--- config.mk ---
export PLATFORM = sky130hd
export DESIGN_NAME = dmem_io_bridge_flat
export DESIGN_NICKNAME = d
export VERILOG_FILES = /design/src/rtl/dmem_io_bridge_pkg.sv /design/src/rtl/dmem_io_bridge_if.sv /design/src/rtl/dmem_io_bridge_io_tx_fifo.sv /design/src/rtl/dmem_io_bridge.sv /design/src/flat_wrapper.sv
export SDC_FILE = /design/constraint.sdc
export NUM_CORES = 1
export LEC_CHECK = 0
export ABC_AREA = 1
export BUFFER_PORTS_ARGS = -buffer_cell sky130_fd_sc_hd__buf_2
export CORE_UTILIZATION = 35
export CTS_CLUSTER_SIZE = 12
export DETAILED_ROUTE_END_ITERATION = 6
export PLACE_DENSITY = 0.66
export RECOVER_POWER = 100
export SLEW_MARGIN = 5
export SYNTH_ARGS = -nofsm -noshare
export SYNTH_HDL_FRONTEND = slang
export SYNTH_SLANG_ARGS = --single-unit
export TNS_END_PERCENT = 50
--- constraint.sdc ---
create_clock -name clock -period 3.4 [get_ports clock]
set_input_delay 0.51 -clock clock [delete_from_list [all_inputs] [get_ports clock]]
set_output_delay 0.51 -clock clock [all_outputs]
set_load 0.005 [all_outputs]
--- src/rtl/dmem_io_bridge_pkg.sv ---
// Shared constants for the dmem / I/O bridge: region base, register offsets and STATUS layout.
package dmem_io_bridge_pkg;

    localparam logic [11:0] IO_BASE    = 12'hFF0;
    localparam int unsigned FIFO_DEPTH = 8;
    localparam int unsigned FIFO_AW    = 3;

    localparam logic [11:0] OFS_LED    = 12'd0;
    localparam logic [11:0] OFS_TX     = 12'd1;
    localparam logic [11:0] OFS_STATUS = 12'd2;
    localparam logic [11:0] OFS_CYCLES = 12'd3;

    localparam int unsigned ST_EMPTY = 0;
    localparam int unsigned ST_FULL  = 1;
    localparam int unsigned ST_OVF   = 2;
    localparam int unsigned ST_COUNT = 4;

    function automatic logic [31:0] pack_status(logic [3:0] count, logic ovf, logic full,
                                                logic empty);
        logic [31:0] s;
        s                = '0;
        s[ST_COUNT +: 4] = count;
        s[ST_OVF]        = ovf;
        s[ST_FULL]       = full;
        s[ST_EMPTY]      = empty;
        return s;
    endfunction

endpackage

--- src/rtl/dmem_io_bridge_if.sv ---
// Processor / dmem / LED / UART-TX signal bundle seen by the bridge (slave) and its environment.
interface dmem_io_bridge_if;

    logic [11:0] proc_addr;
    logic [31:0] proc_wdata;
    logic        proc_wren;
    logic [31:0] proc_rdata;
    logic [11:0] mem_addr;
    logic [31:0] mem_wdata;
    logic        mem_wren;
    logic [31:0] mem_q;
    logic [15:0] led;
    logic        tx_valid;
    logic [7:0]  tx_data;
    logic        tx_ready;

    modport slave (
        input  proc_addr, proc_wdata, proc_wren, mem_q, tx_ready,
        output proc_rdata, mem_addr, mem_wdata, mem_wren, led, tx_valid, tx_data
    );

    modport master (
        output proc_addr, proc_wdata, proc_wren, mem_q, tx_ready,
        input  proc_rdata, mem_addr, mem_wdata, mem_wren, led, tx_valid, tx_data
    );

endinterface

--- src/rtl/dmem_io_bridge_io_tx_fifo.sv ---
// Circular byte FIFO for UART TX with sticky overflow flag; Depth must be a power of two.
module io_tx_fifo #(
    parameter int unsigned Depth = 8,
    parameter int unsigned Aw    = 3
) (
    input  logic          clk_i,
    input  logic          rst_ni,
    input  logic          push_i,
    input  logic [7:0]    push_data_i,
    input  logic          ready_i,
    input  logic          clr_ovf_i,
    output logic          valid_o,
    output logic [7:0]    data_o,
    output logic          full_o,
    output logic          empty_o,
    output logic [Aw:0]   count_o,
    output logic          ovf_o
);

    localparam logic [Aw:0]   DepthC   = (Aw + 1)'(Depth);
    localparam logic [Aw:0]   CountOne = (Aw + 1)'(1);
    localparam logic [Aw-1:0] PtrOne   = Aw'(1);

    logic [7:0]    storage_q [Depth];
    logic [Aw-1:0] rd_ptr_q, rd_ptr_d, wr_ptr_q, wr_ptr_d;
    logic [Aw:0]   count_q, count_d;
    logic          ovf_q, ovf_d;
    logic          pop, push_ok;

    assign empty_o = (count_q == '0);
    assign full_o  = (count_q == DepthC);
    assign valid_o = ~empty_o;
    assign data_o  = storage_q[rd_ptr_q];
    assign count_o = count_q;
    assign ovf_o   = ovf_q;

    // A pop frees a slot in the same cycle, so push-while-full succeeds when draining.
    assign pop     = valid_o & ready_i;
    assign push_ok = push_i & (~full_o | pop);

    always_comb begin
        rd_ptr_d = rd_ptr_q;
        wr_ptr_d = wr_ptr_q;
        count_d  = count_q;
        ovf_d    = ovf_q;
        if (pop)     rd_ptr_d = rd_ptr_q + PtrOne;
        if (push_ok) wr_ptr_d = wr_ptr_q + PtrOne;
        if (push_ok && !pop)      count_d = count_q + CountOne;
        else if (!push_ok && pop) count_d = count_q - CountOne;
        if (clr_ovf_i)         ovf_d = 1'b0;
        if (push_i && !push_ok) ovf_d = 1'b1;
    end

    always_ff @(posedge clk_i or negedge rst_ni) begin
        if (!rst_ni) begin
            rd_ptr_q <= '0;
            wr_ptr_q <= '0;
            count_q  <= '0;
            ovf_q    <= 1'b0;
        end else begin
            rd_ptr_q <= rd_ptr_d;
            wr_ptr_q <= wr_ptr_d;
            count_q  <= count_d;
            ovf_q    <= ovf_d;
        end
    end

    always_ff @(posedge clk_i) begin
        if (push_ok) storage_q[wr_ptr_q] <= push_data_i;
    end

endmodule

--- src/rtl/dmem_io_bridge.sv ---
// Splits processor data accesses between dmem and a small I/O register block (LED, UART TX FIFO,
// status, cycle counter) without ever stalling the processor.
module dmem_io_bridge
    import dmem_io_bridge_pkg::*;
#(
    parameter logic [11:0] IoBase = IO_BASE
) (
    input  logic               clock,
    input  logic               reset,
    dmem_io_bridge_if.slave    io_bus
);

    logic        io_sel, io_wr;
    logic [11:0] ofs;
    logic        wr_led, wr_tx, wr_status, wr_cycles;
    logic [15:0] led_q, led_d;
    logic [31:0] cycles_q, cycles_d;
    logic [31:0] io_rdata;
    logic        fifo_full, fifo_empty, fifo_ovf;
    logic [FIFO_AW:0] fifo_count;

    assign io_sel    = (io_bus.proc_addr >= IoBase);
    assign ofs       = io_bus.proc_addr - IoBase;
    assign io_wr     = io_bus.proc_wren & io_sel;
    assign wr_led    = io_wr & (ofs == OFS_LED);
    assign wr_tx     = io_wr & (ofs == OFS_TX);
    assign wr_status = io_wr & (ofs == OFS_STATUS);
    assign wr_cycles = io_wr & (ofs == OFS_CYCLES);

    assign io_bus.mem_addr   = io_bus.proc_addr;
    assign io_bus.mem_wdata  = io_bus.proc_wdata;
    assign io_bus.mem_wren   = io_bus.proc_wren & ~io_sel;
    assign io_bus.proc_rdata = io_sel ? io_rdata : io_bus.mem_q;
    assign io_bus.led        = led_q;

    always_comb begin
        led_d = led_q;
        if (wr_led) led_d = io_bus.proc_wdata[15:0];
        cycles_d = wr_cycles ? io_bus.proc_wdata : cycles_q + 32'd1;
    end

    always_ff @(posedge clock or negedge reset) begin
        if (!reset) begin
            led_q    <= '0;
            cycles_q <= '0;
        end else begin
            led_q    <= led_d;
            cycles_q <= cycles_d;
        end
    end

    always_comb begin
        io_rdata = '0;
        case (ofs)
            OFS_LED:    io_rdata = {16'b0, led_q};
            OFS_STATUS: io_rdata = pack_status(4'(fifo_count), fifo_ovf, fifo_full, fifo_empty);
            OFS_CYCLES: io_rdata = cycles_q;
            default:    io_rdata = '0;
        endcase
    end

    io_tx_fifo #(
        .Depth (FIFO_DEPTH),
        .Aw    (FIFO_AW)
    ) u_tx_fifo (
        .clk_i       (clock),
        .rst_ni      (reset),
        .push_i      (wr_tx),
        .push_data_i (io_bus.proc_wdata[7:0]),
        .ready_i     (io_bus.tx_ready),
        .clr_ovf_i   (wr_status & io_bus.proc_wdata[ST_OVF]),
        .valid_o     (io_bus.tx_valid),
        .data_o      (io_bus.tx_data),
        .full_o      (fifo_full),
        .empty_o     (fifo_empty),
        .count_o     (fifo_count),
        .ovf_o       (fifo_ovf)
    );

endmodule

--- src/flat_wrapper.sv ---
// flat-port wrapper written by rule: the top's interface ports become plain ports
module dmem_io_bridge_flat import dmem_io_bridge_pkg::*;
#(
    parameter logic [11:0] IoBase = IO_BASE
)
  (clock, reset, io_bus_proc_addr, io_bus_proc_wdata, io_bus_proc_wren, io_bus_mem_q, io_bus_tx_ready, io_bus_proc_rdata, io_bus_mem_addr, io_bus_mem_wdata, io_bus_mem_wren, io_bus_led, io_bus_tx_valid, io_bus_tx_data);
  dmem_io_bridge_if io_bus_i ();
  input  logic clock;
  input  logic reset;
  input wire logic [$bits(io_bus_i.proc_addr)-1:0] io_bus_proc_addr;
  input wire logic [$bits(io_bus_i.proc_wdata)-1:0] io_bus_proc_wdata;
  input wire logic [$bits(io_bus_i.proc_wren)-1:0] io_bus_proc_wren;
  input wire logic [$bits(io_bus_i.mem_q)-1:0] io_bus_mem_q;
  input wire logic [$bits(io_bus_i.tx_ready)-1:0] io_bus_tx_ready;
  output wire logic [$bits(io_bus_i.proc_rdata)-1:0] io_bus_proc_rdata;
  output wire logic [$bits(io_bus_i.mem_addr)-1:0] io_bus_mem_addr;
  output wire logic [$bits(io_bus_i.mem_wdata)-1:0] io_bus_mem_wdata;
  output wire logic [$bits(io_bus_i.mem_wren)-1:0] io_bus_mem_wren;
  output wire logic [$bits(io_bus_i.led)-1:0] io_bus_led;
  output wire logic [$bits(io_bus_i.tx_valid)-1:0] io_bus_tx_valid;
  output wire logic [$bits(io_bus_i.tx_data)-1:0] io_bus_tx_data;
  assign io_bus_i.proc_addr = io_bus_proc_addr;
  assign io_bus_i.proc_wdata = io_bus_proc_wdata;
  assign io_bus_i.proc_wren = io_bus_proc_wren;
  assign io_bus_i.mem_q = io_bus_mem_q;
  assign io_bus_i.tx_ready = io_bus_tx_ready;
  assign io_bus_proc_rdata = io_bus_i.proc_rdata;
  assign io_bus_mem_addr = io_bus_i.mem_addr;
  assign io_bus_mem_wdata = io_bus_i.mem_wdata;
  assign io_bus_mem_wren = io_bus_i.mem_wren;
  assign io_bus_led = io_bus_i.led;
  assign io_bus_tx_valid = io_bus_i.tx_valid;
  assign io_bus_tx_data = io_bus_i.tx_data;
  dmem_io_bridge #(.IoBase(IoBase)) u_core (.clock(clock), .reset(reset), .io_bus(io_bus_i));
endmodule
* Word level (Yosys, flattened, before mapping) *
Memory sizes are Yosys's and may differ from the RTL's.
Cells that the tools add are included.

word-level totals
  memory bits (writable) = 64
  word-level logic and storage cells = 49
  output and inout port bits = 102
  bits in latches = 0
  ROM bits = 0
  memories = 1
  bits of input ports = 80
  register bits after elaboration = 59

memory list
  memory                      words  width  rd ports  clocked after Yosys merged registers in  wr ports  RTL line                         source
  u_core.u_tx_fifo.storage_q  8      8      1         0                                        1         dmem_io_bridge_io_tx_fifo.sv:24  logic [7:0] storage_q [Depth];

cells by class
  div/mod/pow operators = 0
  order comparisons = 1
  equality and inequality tests = 4
  mux-type cells = 9
  bitwise operators = 13
  shift operators = 0
  $mul = 0
  $add $sub $neg = 6
  reductions and logical operators = 9

operator list
  kind                                                                     count
  32-bit one-hot mux with 3 select lines                                   1
  32-bit 2-to-1 mux                                                        2
  32-bit by 1-bit adder with 32-bit output (second input constant)         1
  12-bit by 2-bit equality test with 1-bit output (second input constant)  2
  12-bit by 1-bit equality test with 1-bit output (second input constant)  1
  12-bit >= comparator (second input constant)                             1
  12-bit zero test                                                         1
  12-bit subtractor (second input constant)                                1
  1-bit bitwise AND                                                        9
  4-bit 2-to-1 mux                                                         2
  3-bit by 1-bit adder with 3-bit output (second input constant)           2
  4-bit by 1-bit adder with 4-bit output (second input constant)           1
  4-bit equality test (second input constant)                              1
  4-bit zero test                                                          1
  1-bit 2-to-1 mux                                                         4
  2-bit nonzero test                                                       2
  4-bit by 1-bit subtractor with 4-bit output (second input constant)      1
  1-bit logical AND                                                        3
  1-bit NOT                                                                3
  1-bit zero test                                                          2
  1-bit bitwise OR                                                         1

* Logic depth before layout (Yosys ltp) *
Gate-level depths: netlist (run 1).

  depth after elaboration = 9
  mapped depth = 17
  depth with buffers taken out = 17

* By module *
Synthesis (run 1) repeated with hierarchy kept, for this count alone.

second synthesis, totals
  cells, all modules = 906
  area total of the unflattened synthesis = 7151.9 um^2

by module, submodules not included
  module          times used  sequential area each (um^2)  area each (um^2)  cells an instance
  dmem_io_bridge  1           1201.2                       3946.3            606
  io_tx_fifo      1           2197.1                       3205.6            300

* Worst setup path after synthesis (run 1) *
No wires, ideal clock.

  kind = input-to-reg
  from = in io_bus_proc_addr[5]
  to = reg u_core.u_tx_fifo.count_q[3], in the netlist u_core.u_tx_fifo.count_o[3]
  setup time = 0.121 ns
  buffers on the path = 0
  data arrival time = 2.299 ns
  data required time = 3.279 ns
  stages on the path = 15
  setup slack = 0.980 ns
  cells stage by stage = nand2_2 -> nor2_8 -> nand3_4 -> nor3_2 -> nand2_1 -> inv_1 -> ha_1 -> inv_1 -> ha_1 -> a21oi_1 -> nand2_1 -> a21oi_1 -> o21ai_0 -> nand2_1 -> nand2_1

on the way
  longest elaborated chain between the ends = 7
  elaborated cells between the ends (all ways) = 11
  classes of those cells = add/sub (1); order compare (1); eq/ne (1); mux (1); bitwise (3); reduce/logical (4)

RTL lines
  what                                                                                  RTL line                                    source
  start, declared                                                                       flat_wrapper.sv:10                          input wire logic [$bits(io_bus_i.proc_addr)-1:0] io_bus_proc_addr;
  12-bit subtractor or 12-bit >= comparator (tied branches)                             dmem_io_bridge.sv:23, dmem_io_bridge.sv:22
  12-bit by 1-bit equality test with 1-bit output or 1-bit bitwise AND (tied branches)  dmem_io_bridge.sv:26, dmem_io_bridge.sv:24
  1-bit bitwise AND *                                                                   dmem_io_bridge.sv:26                        assign wr_tx = io_wr & (ofs == OFS_TX);
  1-bit bitwise AND *                                                                   dmem_io_bridge_io_tx_fifo.sv:39             assign push_ok = push_i & (~full_o | pop);
  named net u_core.u_tx_fifo.push_ok                                                    dmem_io_bridge_io_tx_fifo.sv:28             logic pop, push_ok;
  1-bit zero test                                                                       dmem_io_bridge_io_tx_fifo.sv:49             else if (!push_ok && pop) count_d = count_q - CountOne;
  1-bit logical AND                                                                     dmem_io_bridge_io_tx_fifo.sv:49
  2-bit nonzero test (no line)                                                          --
  end signal, assigned                                                                  dmem_io_bridge_io_tx_fifo.sv:63             count_q <= count_d;
  end, declared                                                                         dmem_io_bridge_io_tx_fifo.sv:26             logic [Aw:0] count_q, count_d;

Mark *: on every way through the listed nets, which the timed path passes. The rest lies on a longest branch.
A chain may end at the register's enable or synchronous reset.

* Worst setup path after layout (run 1) *
  from = in io_bus_proc_addr[5]
  to = out io_bus_proc_rdata[14]

on the way
  longest elaborated chain between the ends = 4
  elaborated cells between the ends (all ways) = 7
  classes of those cells = add/sub (1); order compare (1); eq/ne (2); mux (2); reduce/logical (1)

RTL lines
  what                                                                                 RTL line              source
  12-bit subtractor                                                                    dmem_io_bridge.sv:23  assign ofs = io_bus.proc_addr - IoBase;
  12-bit by 2-bit equality test with 1-bit output or 12-bit zero test (tied branches)  dmem_io_bridge.sv:54  case (ofs)
  32-bit one-hot mux with 3 select lines                                               dmem_io_bridge.sv:54
  32-bit 2-to-1 mux *                                                                  dmem_io_bridge.sv:33  assign io_bus.proc_rdata = io_sel ? io_rdata : io_bus.mem_q;
  end, declared                                                                        flat_wrapper.sv:15    output wire logic [$bits(io_bus_i.proc_rdata)-1:0] io_bus_proc_rdata;

Mark *: on every way between the ends. The rest lies on a longest branch, timed or not.

==> out/metrics.cfg, run 1 <==
[layout]
layout_common_cells=nand2_1 (291), nor2_1 (114), buf_2 (100)
num-fill-cells=2073
area_growth_pct=17.8
mostFrequentLayoutCell=nand2_1
drive_gt1_frac=0.155
antenna_cells=0
fin_nets=1121

[synth]
syn_nets=981
syn_avg_cell_area_um2=7.92
synthMuxAreaShare=0
ys_ff_latch=123
synth_xor_area_frac=0.0210
ys_warn_count=0
synth_ff_type=edfxtp_1
synthAdderAreaFrac=0.0134
seq_area_frac_synth=0.480
synth.distinct_cells=31
synth_compound_area_frac=0.0732
synthArstFlopShare=0.480
synth_edf_count=64
syn_inst=894
synthSimpleGateAreaFrac=0.303
syn_area_um2=7080
synth_top_family_by_area=simple AND/OR/NAND/NOR gates

[drt]
ant_nets=0
vias=6146
routedWlPerCell_um=14.1
drtPass1Iterations=5
viasPerCell=4.68
totalWireLength_um=18500
drt-initial-drc-count=299
drc=0

[grt]
grt_pass1_vias=5797
antenna_found_initial=0
grt_max_degree=34
grt_usage=0.188
grt_pass1_wl_um=29500
grt_overflow=0

[sta]
finalHoldViolCount=0
finClkSkew_ns=0.00742
period_needed_ns=3.09
maxSlewViolCount=30
worst_slew_pin_slew_ns=1.58
setup_tns_ns=0
rsz0062_at_grt=false
fmax_ghz=0.324
slew_headroom=-0.0510
min_period_over_period=0.907
setup_viol=0

[power_and_ir_drop]
pwr-share-seq=0.390
switching_power_mw=1.41
p_clk_frac=0.398
power_leakage_nw=3.53
p_int_mw=3.07
power.total_mw=4.48
vdd_drop_max_uv=345
switching_share=0.315
powerDensity_nw_per_um2=538
p_comb_frac=0.212

[critical_path]
path_delay_family=simple AND/OR/NAND/NOR gates
cp_num_buf_inv=2
worst_ep_arrival_time_ns=2.58
slowest_delay_ns=0.44
path_class=input port to output pin
endpoint_kind=output pin
cp_max_fo=24
startpoint_type=input port
cp_cell_sequence=clkbuf_1 > nand2_2 > nor2_1 > nand2_1 > nand2_2 > nand2_1 > nor2_2 > nand2_1 > nand3_1 > clkbuf_1
critPathRequiredTime_ns=2.89
cpMostUsedCell=nand2_1
crit_slowest_cell=nor2_2

[place]
gp_congestion=0.907
port_buffers=181
place_hpwl_um=14100

[cts]
clkTransAtPathRegs_ns=0.06
clk_root_buffer_cell=clkbuf_16
cts_buffers=17
htree_levels=4
clk_latency_ns=0.42
post_cts_buffers=0
clock_sinks=123
cts_hold_buf=1
cts_tree=yes
clock_path_buffers=2
cts_resized=0

[die]
fp.coreArea_um2=19700
num_rows=51
dieArea_um2=20800
ios=182
die_w_um=144
initial_utilization=0.360
die_h_um=144

[run_status]
violations=max-capacitance violations, max-slew violations
status=complete, but fails checks

[job]
cap_violations=1

[worst_hold_path]
worstHoldPathType=input port to register

## worst register-to-register path, cell delays in order, from the launching register on
cell and delay (ns):
dfrtp_1 0.44, inv_1 0.10, nand2_1 0.09, nor2_1 0.09, nand2_1 0.09, nand2_1 0.21
nand2_1 0.16, nand2_1 0.14, inv_1 0.06, ha_1 0.17, inv_1 0.16, ha_1 0.30
a21oi_1 0.15, nand2_1 0.09, a21oi_1 0.17, o21ai_0 0.11, nand2_1 0.07, nand2_1 0.05
## logic make-up (layout without fill, tap and decap cells)
logic type,Yosys count,in the layout
DFF,123,123
buffers and inverters,149,302
AOI/OAI and AO/OA,101,101
adders and majority gates,7,7
xor gates and xnor gates,17,17
and+or+nand+nor,497,497
## state kept, by name, summed over array words and instances, names as in the netlist
signal / cells
u_core.cycles_q: 32
u_core.u_tx_fifo.storage_q: 64
u_core.io_bus.led: 16
u_core.u_tx_fifo.ovf_o: 1
u_core.u_tx_fifo.rd_ptr_q: 3
u_core.u_tx_fifo.wr_ptr_q: 3
u_core.u_tx_fifo.count_o: 4
## final cells by class
type / instances / area [um2] / area share
clock inverters: 15 / 164 / 0.0197
clock buffers: 17 / 425 / 0.0510
multi-input cells: 622 / 2860 / 0.343
repair buffers: 189 / 855 / 0.103
inverters: 81 / 304 / 0.0365
well taps: 265 / 332 / 0.0398
flip-flops and latches: 123 / 3400 / 0.408
## synth_stat cells (7+ instances only)
master / n / area, um2
nand2_1: 289 / 1080
nor2_1: 112 / 420
inv_1: 74 / 278
edfxtp_1: 64 / 1920
dfrtp_1: 59 / 1480
o21ai_0: 51 / 255
buf_4: 46 / 345
nand3_1: 38 / 190
nand4_1: 30 / 188
o21ai_1: 28 / 140
a21oi_1: 13 / 65.1
clkbuf_1: 11 / 41.3
xnor2_1: 10 / 87.6
a31oi_1: 8 / 50.1
buf_2: 7 / 35.0
nand2_2: 7 / 43.8
xor2_1: 7 / 61.3
## through the flow
| step | worst slack (ns) | hold slack, ns | utilization | instances | area [um2] |
|---|---|---|---|---|---|
| floorplan | 0.980 | 0.214 | - | 894 | 7080 |
| global placement | 0.683 | 0.352 | 0.402 | 1279 | 7900 |
| detailed placement | 0.600 | 0.355 | 0.402 | 1279 | 7900 |
| CTS | 0.263 | 0.291 | 0.433 | 1312 | 8500 |
| global route | 0.115 | 0.310 | 0.424 | 1312 | 8340 |
| finish | 0.315 | 0.306 | 0.424 | 1312 | 8340 |
## power groups by stage
stage / Combinational, mW / Sequential [mW] / Clock [mW]
2_1_floorplan: 0.656 / 1.73 / 0
5_1_grt: 1.11 / 1.76 / 1.88
3_3_place_gp: 0.966 / 1.78 / 0
3_5_place_dp: 0.989 / 1.78 / 0
6_report: 0.950 / 1.75 / 1.78
4_1_cts: 0.997 / 1.75 / 1.81
## per-layer routing
layer | GRT usage | part of all wire
met4 | 0.0720 | 0.023
met3 | 0.0334 | 0.038
met1 | 0.234 | 0.45
met2 | 0.325 | 0.49
met5 | 0 | 0
## worst paths after layout
kind	to	depth (start not counted)	slack, ns	start
worst min register to register	u_core.u_tx_fifo.ovf_o	2	0.52	u_core.u_tx_fifo.ovf_o
worst max-delay path	io_bus_proc_rdata[14]	10	0.31	io_bus_proc_addr[5]
min in group asynchronous	u_core.cycles_q[19]	2	0.55	reset
worst min-delay path	u_core.cycles_q[21]	3	0.31	io_bus_proc_wdata[21]
max in group asynchronous	u_core.cycles_q[9]	3	1.05	reset
worst max register to register	u_core.u_tx_fifo.count_o[3]	17	0.62	u_core.u_tx_fifo.count_o[1]
Note: power is estimated with default switching activity, not from simulation.
==> run 2, diff against run 1 <==
--- a/config.mk
+++ b/config.mk
@@ -7,10 +7,10 @@
 export LEC_CHECK = 0
 export ABC_AREA = 1
 export BUFFER_PORTS_ARGS = -buffer_cell sky130_fd_sc_hd__buf_2
-export CORE_UTILIZATION = 35
+export CORE_UTILIZATION = 30
 export CTS_CLUSTER_SIZE = 12
 export DETAILED_ROUTE_END_ITERATION = 6
-export PLACE_DENSITY = 0.66
+export PLACE_DENSITY = 0.59
 export RECOVER_POWER = 100
 export SLEW_MARGIN = 5
 export SYNTH_ARGS = -nofsm -noshare
==> run 2 against run 1 <==
  * The run still ends with max-capacitance violations, max-slew violations left
  * Routed wire length up 5.6%
  * Worst hold slack improved by 0.0066 ns
  * Core utilization fell by 5.9 points
  * Total power fell by 2.1%
  * Critical path depth unchanged
  * Die area rose by 16%
  * Final cell count up 3.6%
  * Sequential power barely moved
  * Fmax rose by 1.9%
  * Clock skew is 0.0059 ns higher
  * Sequential share of layout area is 0.16 points lower
  * Combinational power rose by 2%
==> out/metrics.cfg, run 2 (synthesized netlist as in run 1, its figures left out) <==
[sta]
min_period_over_period=0.890  ; was 0.907
fmax_ghz=0.330  ; was 0.324 GHz
period_needed_ns=3.03  ; was 3.09 ns
worst_slew_pin_slew_ns=2.47  ; was 1.58 ns
setup_viol=0  ; unchanged
rsz0062_at_grt=false  ; unchanged
finalHoldViolCount=0  ; unchanged
slew_headroom=-0.645  ; was -0.0510
finClkSkew_ns=0.0133  ; was 0.00742 ns
maxSlewViolCount=45  ; was 30
setup_tns_ns=0  ; unchanged

[die]
fp.coreArea_um2=22900  ; was 19700 um2
initial_utilization=0.309  ; was 0.360
dieArea_um2=24200  ; was 20800 um2
die_h_um=156  ; was 144 um
num_rows=55  ; was 51
die_w_um=156  ; was 144 um
ios=182  ; unchanged

[cts]
cts_tree=yes  ; unchanged
clkTransAtPathRegs_ns=0.06  ; about the same
clk_root_buffer_cell=clkbuf_16  ; unchanged
post_cts_buffers=0  ; unchanged
cts_resized=0  ; unchanged
clk_latency_ns=0.42  ; about the same
cts_buffers=17  ; unchanged
clock_sinks=123  ; unchanged
clock_path_buffers=2  ; unchanged
htree_levels=4  ; unchanged
cts_hold_buf=0  ; was 1

[job]
cap_violations=1  ; unchanged

[grt]
grt_overflow=0  ; unchanged
grt_max_degree=45  ; was 34
antenna_found_initial=0  ; unchanged
grt_pass1_wl_um=30700  ; was 29500 um
grt_pass1_vias=5770  ; was 5797
grt_usage=0.166  ; was 0.188

[critical_path]
startpoint_type=input port  ; unchanged
crit_slowest_cell=nand2_1  ; was nor2_2
critPathRequiredTime_ns=2.89  ; about the same
cpMostUsedCell=nand2_1  ; unchanged
slowest_delay_ns=0.61  ; was 0.44 ns
path_class=input port to output pin  ; unchanged
cp_cell_sequence=clkbuf_1 > nand2_2 > nor2_8 > nand2_1 > nand2_1 > nand2_2 > nor2_2 > nand2_1 > nand3_1 > clkbuf_1  ; was clkbuf_1 > nand2_2 > nor2_1 > nand2_1 > nand2_2 > nand2_1 > nor2_2 > nand2_1 > nand3_1 > clkbuf_1
cp_max_fo=24  ; unchanged
worst_ep_arrival_time_ns=2.52  ; was 2.58 ns
endpoint_kind=output pin  ; unchanged

[power_and_ir_drop]
p_int_mw=2.99  ; was 3.07 mW
switching_power_mw=1.40  ; was 1.41 mW
power.total_mw=4.39  ; was 4.48 mW
power_leakage_nw=3.55  ; was 3.53 nW
vdd_drop_max_uv=254  ; was 345 uV
pwr-share-seq=0.399  ; was 0.390
p_clk_frac=0.381  ; was 0.398
p_comb_frac=0.220  ; was 0.212
powerDensity_nw_per_um2=524  ; was 538 nW/um2
switching_share=0.319  ; was 0.315

[layout]
instances_no_fill=1359  ; was 1312
largest_reg_flops=64  ; unchanged
drive_gt1_frac=0.162  ; was 0.155
area_growth_pct=18.2  ; was 17.8%
fin_nets=1120  ; was 1121
mostFrequentLayoutCell=nand2_1  ; unchanged
top_register=u_core.u_tx_fifo.storage_q  ; unchanged
final_util=0.365  ; was 0.424
antenna_cells=0  ; unchanged
layout_common_cells=nand2_1 (291), nor2_1 (115), buf_2 (103)  ; was nand2_1 (291), nor2_1 (114), buf_2 (100)

[drt]
drtPass1Iterations=4  ; was 5
viasPerCell=4.52  ; was 4.68
drt-initial-drc-count=414  ; was 299
ant_nets=0  ; unchanged
routedWlPerCell_um=14.4  ; was 14.1 um
totalWireLength_um=19600  ; was 18500 um
vias=6145  ; was 6146
drc=0  ; unchanged

[place]
port_buffers=181  ; unchanged
dpl.cell_count=1327  ; was 1279
gp_congestion=0.873  ; was 0.907
place_hpwl_um=14800  ; was 14100 um

[run_status]
violations=max-capacitance violations, max-slew violations  ; unchanged
status=complete, but fails checks  ; unchanged

[worst_hold_path]
worstHoldPathType=input port to register  ; unchanged

==> run 2: layer usage <==
layer | wire, um | global-route usage | vias to the layer above
met4 | 188 | 0.0486 | 0
met3 | 787 | 0.0297 | 12
li1 | - | - | 3133
met2 | 9730 | 0.287 | 167
met1 | 8850 | 0.212 | 2833
met5 | 0 | 0 | -
==> run 2: power by group through the flow <==
stage          logic, mW  clock network [mW]  registers [mW]
4_1_cts            0.999                1.71            1.75
2_1_floorplan      0.656                   0            1.73
5_1_grt             1.10                1.76            1.76
6_report           0.965                1.67            1.75
3_5_place_dp       0.997                   0            1.78
3_3_place_gp       0.983                   0            1.78
==> run 2: layout make-up <==
| class | count | area (um2) |
|---|---|---|
| clock buffer | 18 | 429 |
| clock inverter | 14 | 124 |
| fill | 2461 | 14500 |
| inverter | 81 | 304 |
| multi-input combinational | 622 | 2870 |
| sequential | 123 | 3400 |
| tap | 313 | 392 |
| timing repair buffer | 188 | 857 |
==> run 2: worst paths after layout <==
kind	slack, ns	depth (start not counted)	start	to
worst max register to register	0.64	17	u_core.u_tx_fifo.count_o[1]	u_core.u_tx_fifo.count_o[3]
min in group asynchronous	0.86	1	reset	u_core.cycles_q[27]
worst min-delay path	0.31	3	io_bus_proc_wdata[29]	u_core.cycles_q[29]
max in group asynchronous	1.02	2	reset	u_core.u_tx_fifo.wr_ptr_q[1]
worst min register to register	0.51	2	u_core.u_tx_fifo.ovf_o	u_core.u_tx_fifo.ovf_o
worst max-delay path	0.37	10	io_bus_proc_addr[5]	io_bus_proc_rdata[15]
==> run 2: metrics by stage <==
stage | hold slack, ns | setup WS, ns | cell area [um2]
2_1_floorplan | 0.214 | 0.980 | 7080
3_3_place_gp | 0.483 | 0.671 | 7960
3_5_place_dp | 0.494 | 0.602 | 7960
4_1_cts | 0.294 | 0.350 | 8510
5_1_grt | 0.307 | 0.130 | 8370
6_report | 0.312 | 0.373 | 8370
==> run 2: worst max-delay path, delay by kind of cell <==
| kind | cells | cell delay [ns] |
|---|---|---|
| buffers and inverters | 2 | 0.21 |
| AND/OR/NAND/NOR | 8 | 1.80 |
==> run 3, diff against run 2 <==
--- a/config.mk
+++ b/config.mk
@@ -15,5 +15,6 @@
 export SLEW_MARGIN = 5
 export SYNTH_ARGS = -nofsm -noshare
 export SYNTH_HDL_FRONTEND = slang
+export SYNTH_HIERARCHICAL = 1
 export SYNTH_SLANG_ARGS = --single-unit
 export TNS_END_PERCENT = 50
==> run 3 against run 2 <==
  * The flow still finishes with violations (max-capacitance violations, max-slew violations)
  * Register-to-register slack better by 0.26 ns
  * Synthesized cell count rose by 1.3%
  * Sequential cell count did not move
  * Design area up 1.2%
  * Critical path depth is 1 lower
  * Routed wire length grew 4.1%
  * First-iteration DRC count fell by 19%
  * Clock skew decreased by 0.0016 ns
  * Via count is 3.3% higher
  * Final cell count is 1.6% higher
  * Global-route usage rose by 0.82 points
  * Critical path type unchanged
  * Largest cell class unchanged
==> out/metrics.cfg, run 3 <==
[run_status]
status=complete, but fails checks  ; unchanged
violations=max-capacitance violations, max-slew violations  ; unchanged

[synth]
synth_compound_area_frac=0.0429  ; was 0.0732
yosys-top-cells-count=nand2_1 (311), nor2_1 (136), edfxtp_1 (64)  ; was nand2_1 (289), nor2_1 (112), inv_1 (74)
synthSimpleGateAreaFrac=0.348  ; was 0.303
synth_top_cell_area_share=0.269  ; was 0.272
syn_inst=906  ; was 894
seq_area_frac_synth=0.475  ; was 0.480
synth_xor_area_frac=0.0245  ; was 0.0210
ys_warn_count=6  ; was 0
synth_edf_count=64  ; unchanged
synthAdderAreaFrac=0.0133  ; was 0.0134
synth.distinct_cells=33  ; was 31
synth_top_family_by_area=simple AND/OR/NAND/NOR gates  ; unchanged
synth.most_common_cell=nand2_1  ; unchanged
synth_area_leaders=edfxtp_1 (27%), dfrtp_1 (21%), nand2_1 (16%), nor2_1 (7.1%), buf_4 (5.4%)  ; was edfxtp_1 (27%), dfrtp_1 (21%), nand2_1 (15%), nor2_1 (5.9%), buf_4 (4.9%)
synthArstFlopShare=0.480  ; unchanged
synth_ff_type=edfxtp_1  ; unchanged
synthMuxAreaShare=0  ; unchanged
ys_ff_latch=123  ; unchanged
syn_nets=993  ; was 981
syn_area_um2=7150  ; was 7080 um2
yosys.area.top_type=edfxtp_1  ; unchanged
syn_avg_cell_area_um2=7.89  ; was 7.92 um2

[critical_path]
path_class=input port to output pin  ; unchanged
worst_ep_arrival_time_ns=2.43  ; was 2.52 ns
cp_max_fo=22  ; was 24
reg2reg_from=u_core/u_tx_fifo/count_o[0]  ; was u_core.u_tx_fifo.count_o[1]
critPathRequiredTime_ns=2.89  ; about the same
slowest_delay_ns=0.55  ; was 0.61 ns
endpoint_kind=output pin  ; unchanged
startpoint=io_bus_proc_addr[5]  ; unchanged
cp_cell_sequence=clkbuf_1 > nand2_1 > nor2_8 > nand2_1 > nand2_1 > buf_4 > nand3_1 > o21ai_0 > clkbuf_1  ; was clkbuf_1 > nand2_2 > nor2_8 > nand2_1 > nand2_1 > nand2_2 > nor2_2 > nand2_1 > nand3_1 > clkbuf_1
startpoint_type=input port  ; unchanged
cpMostUsedCell=nand2_1  ; unchanged
crit_slowest_cell=nand3_1  ; was nand2_1
cp_num_buf_inv=3  ; was 2
path_delay_family=simple AND/OR/NAND/NOR gates  ; unchanged

[cts]
clkTransAtPathRegs_ns=0.06  ; about the same
cts_resized=0  ; unchanged
cts_tree=yes  ; unchanged
cts_buffers=17  ; unchanged
clock_path_buffers=2  ; unchanged
htree_levels=4  ; unchanged
clock_sinks=123  ; unchanged
clk_root_buffer_cell=clkbuf_16  ; unchanged
post_cts_buffers=0  ; unchanged
cts_hold_buf=0  ; unchanged
clk_latency_ns=0.42  ; about the same

[grt]
grt_pass1_vias=5954  ; was 5770
grt_max_degree=60  ; was 45
grt_overflow=0  ; unchanged
grt_pass1_wl_um=32000  ; was 30700 um
antenna_found_initial=0  ; unchanged
grt_usage=0.174  ; was 0.166

[die]
ios=182  ; unchanged
num_rows=56  ; was 55
dieArea_um2=24500  ; was 24200 um2
fp.coreArea_um2=23400  ; was 22900 um2
die_h_um=156  ; about the same
initial_utilization=0.306  ; was 0.309
die_w_um=156  ; about the same

[place]
place_hpwl_um=15000  ; was 14800 um
port_buffers=181  ; unchanged
gp_congestion=0.894  ; was 0.873

[sta]
setup_viol=0  ; unchanged
finalHoldViolCount=0  ; unchanged
fmax_ghz=0.341  ; was 0.330 GHz
rsz0062_at_grt=false  ; unchanged
worst_slew_pin_slew_ns=1.52  ; was 2.47 ns
finClkSkew_ns=0.0117  ; was 0.0133 ns
whs_ns=0.298  ; was 0.312 ns
period_needed_ns=2.94  ; was 3.03 ns
setup_tns_ns=0  ; unchanged
min_period_over_period=0.864  ; was 0.890
slew_headroom=-0.0144  ; was -0.645
maxSlewViolCount=60  ; was 45

[layout]
fin_nets=1135  ; was 1120
layout_common_cells=nand2_1 (314), nor2_1 (138), buf_2 (99)  ; was nand2_1 (291), nor2_1 (115), buf_2 (103)
largest_reg_flops=64  ; unchanged
multi_input_area_um2=3020  ; was 2870 um2
mostFrequentLayoutCell=nand2_1  ; unchanged
register_area_um2=3400  ; unchanged
num-fill-cells=2575  ; was 2461
area_growth_pct=18.4  ; was 18.2%
drive_gt1_frac=0.148  ; was 0.162
top_register=u_core/u_tx_fifo/storage_q  ; was u_core.u_tx_fifo.storage_q

[drt]
drt-initial-drc-count=334  ; was 414
routedWlPerCell_um=14.7  ; was 14.4 um
drtPass1Iterations=5  ; was 4
vias=6349  ; was 6145
viasPerCell=4.60  ; was 4.52
ant_nets=0  ; unchanged
totalWireLength_um=20400  ; was 19600 um
drc=0  ; unchanged

[power_and_ir_drop]
powerDensity_nw_per_um2=530  ; was 524 nW/um2
power.total_mw=4.49  ; was 4.39 mW
power_leakage_nw=3.70  ; was 3.55 nW
vdd_drop_max_uv=280  ; was 254 uV

[worst_hold_path]
worstHoldPathType=input port to register  ; unchanged
worst_hold_startpoint=io_bus_proc_wdata[28]  ; was io_bus_proc_wdata[29]

[job]
cap_violations=1  ; unchanged

## run 3: worst paths after layout
check | slack [ns] | to | depth (start not counted)
max | 0.46 | io_bus_proc_rdata[30] | 9
min | 0.30 | u_core/cycles_q[28] | 3
max reg2reg | 0.90 | u_core/u_tx_fifo/count_o[3] | 12
min reg2reg | 0.51 | u_core/u_tx_fifo/wr_ptr_q[0] | 2
max in group asynchronous | 1.93 | u_core/cycles_q[6] | 2
min in group asynchronous | 0.54 | u_core/cycles_q[29] | 2
## run 3: routing by layer
| layer | global-route usage | up-vias | share of wire |
|---|---|---|---|
| met5 | 0 | - | 0 |
| met2 | 0.306 | 200 | 0.51 |
| li1 | - | 3204 | - |
| met4 | 0.0500 | 0 | 0.011 |
| met3 | 0.0282 | 19 | 0.046 |
| met1 | 0.220 | 2926 | 0.44 |
## run 3: power by group
group	internal, mW	switching (mW)
clock	1.06	0.657
sequential	1.62	0.0917
combinational	0.390	0.670
total	3.07	1.42
## run 3: layout make-up
class / count / share of cell area
Sequential cell: 123 / 0.401
Multi-Input combinational cell: 660 / 0.357
Timing Repair Buffer: 197 / 0.105
Clock buffer: 22 / 0.0560
Tap cell: 319 / 0.0471
Inverter: 49 / 0.0223
Clock inverter: 10 / 0.0111
Antenna cell: 1 / 0.000296
## run 3: cells by family (layout without fill, tap and decap cells)
family                   count (synthesis)  in the layout
AO/OA/AOI/OAI                           61             61
XOR/XNOR                                20             20
adder cells (fa/ha/maj)                  7              7
buffers and inverters                  123            278
flip-flops                             123            123
other                                    0              1
AND/OR/NAND/NOR                        572            572
## run 3: worst min-delay path: stages
cell	delay (ns)
buf_2	0.09
nand2_1	0.04
nand2_1	0.05
## run 3: through the flow
step,util,worst slack [ns],cell area (um2),cells
floorplan,-,0.222,7150,906
global placement,0.345,0.233,8080,1348
detailed placement,0.345,0.158,8080,1348
CTS,0.370,0.530,8650,1380
global route,0.362,0.187,8460,1380
finish,0.362,0.464,8470,1381
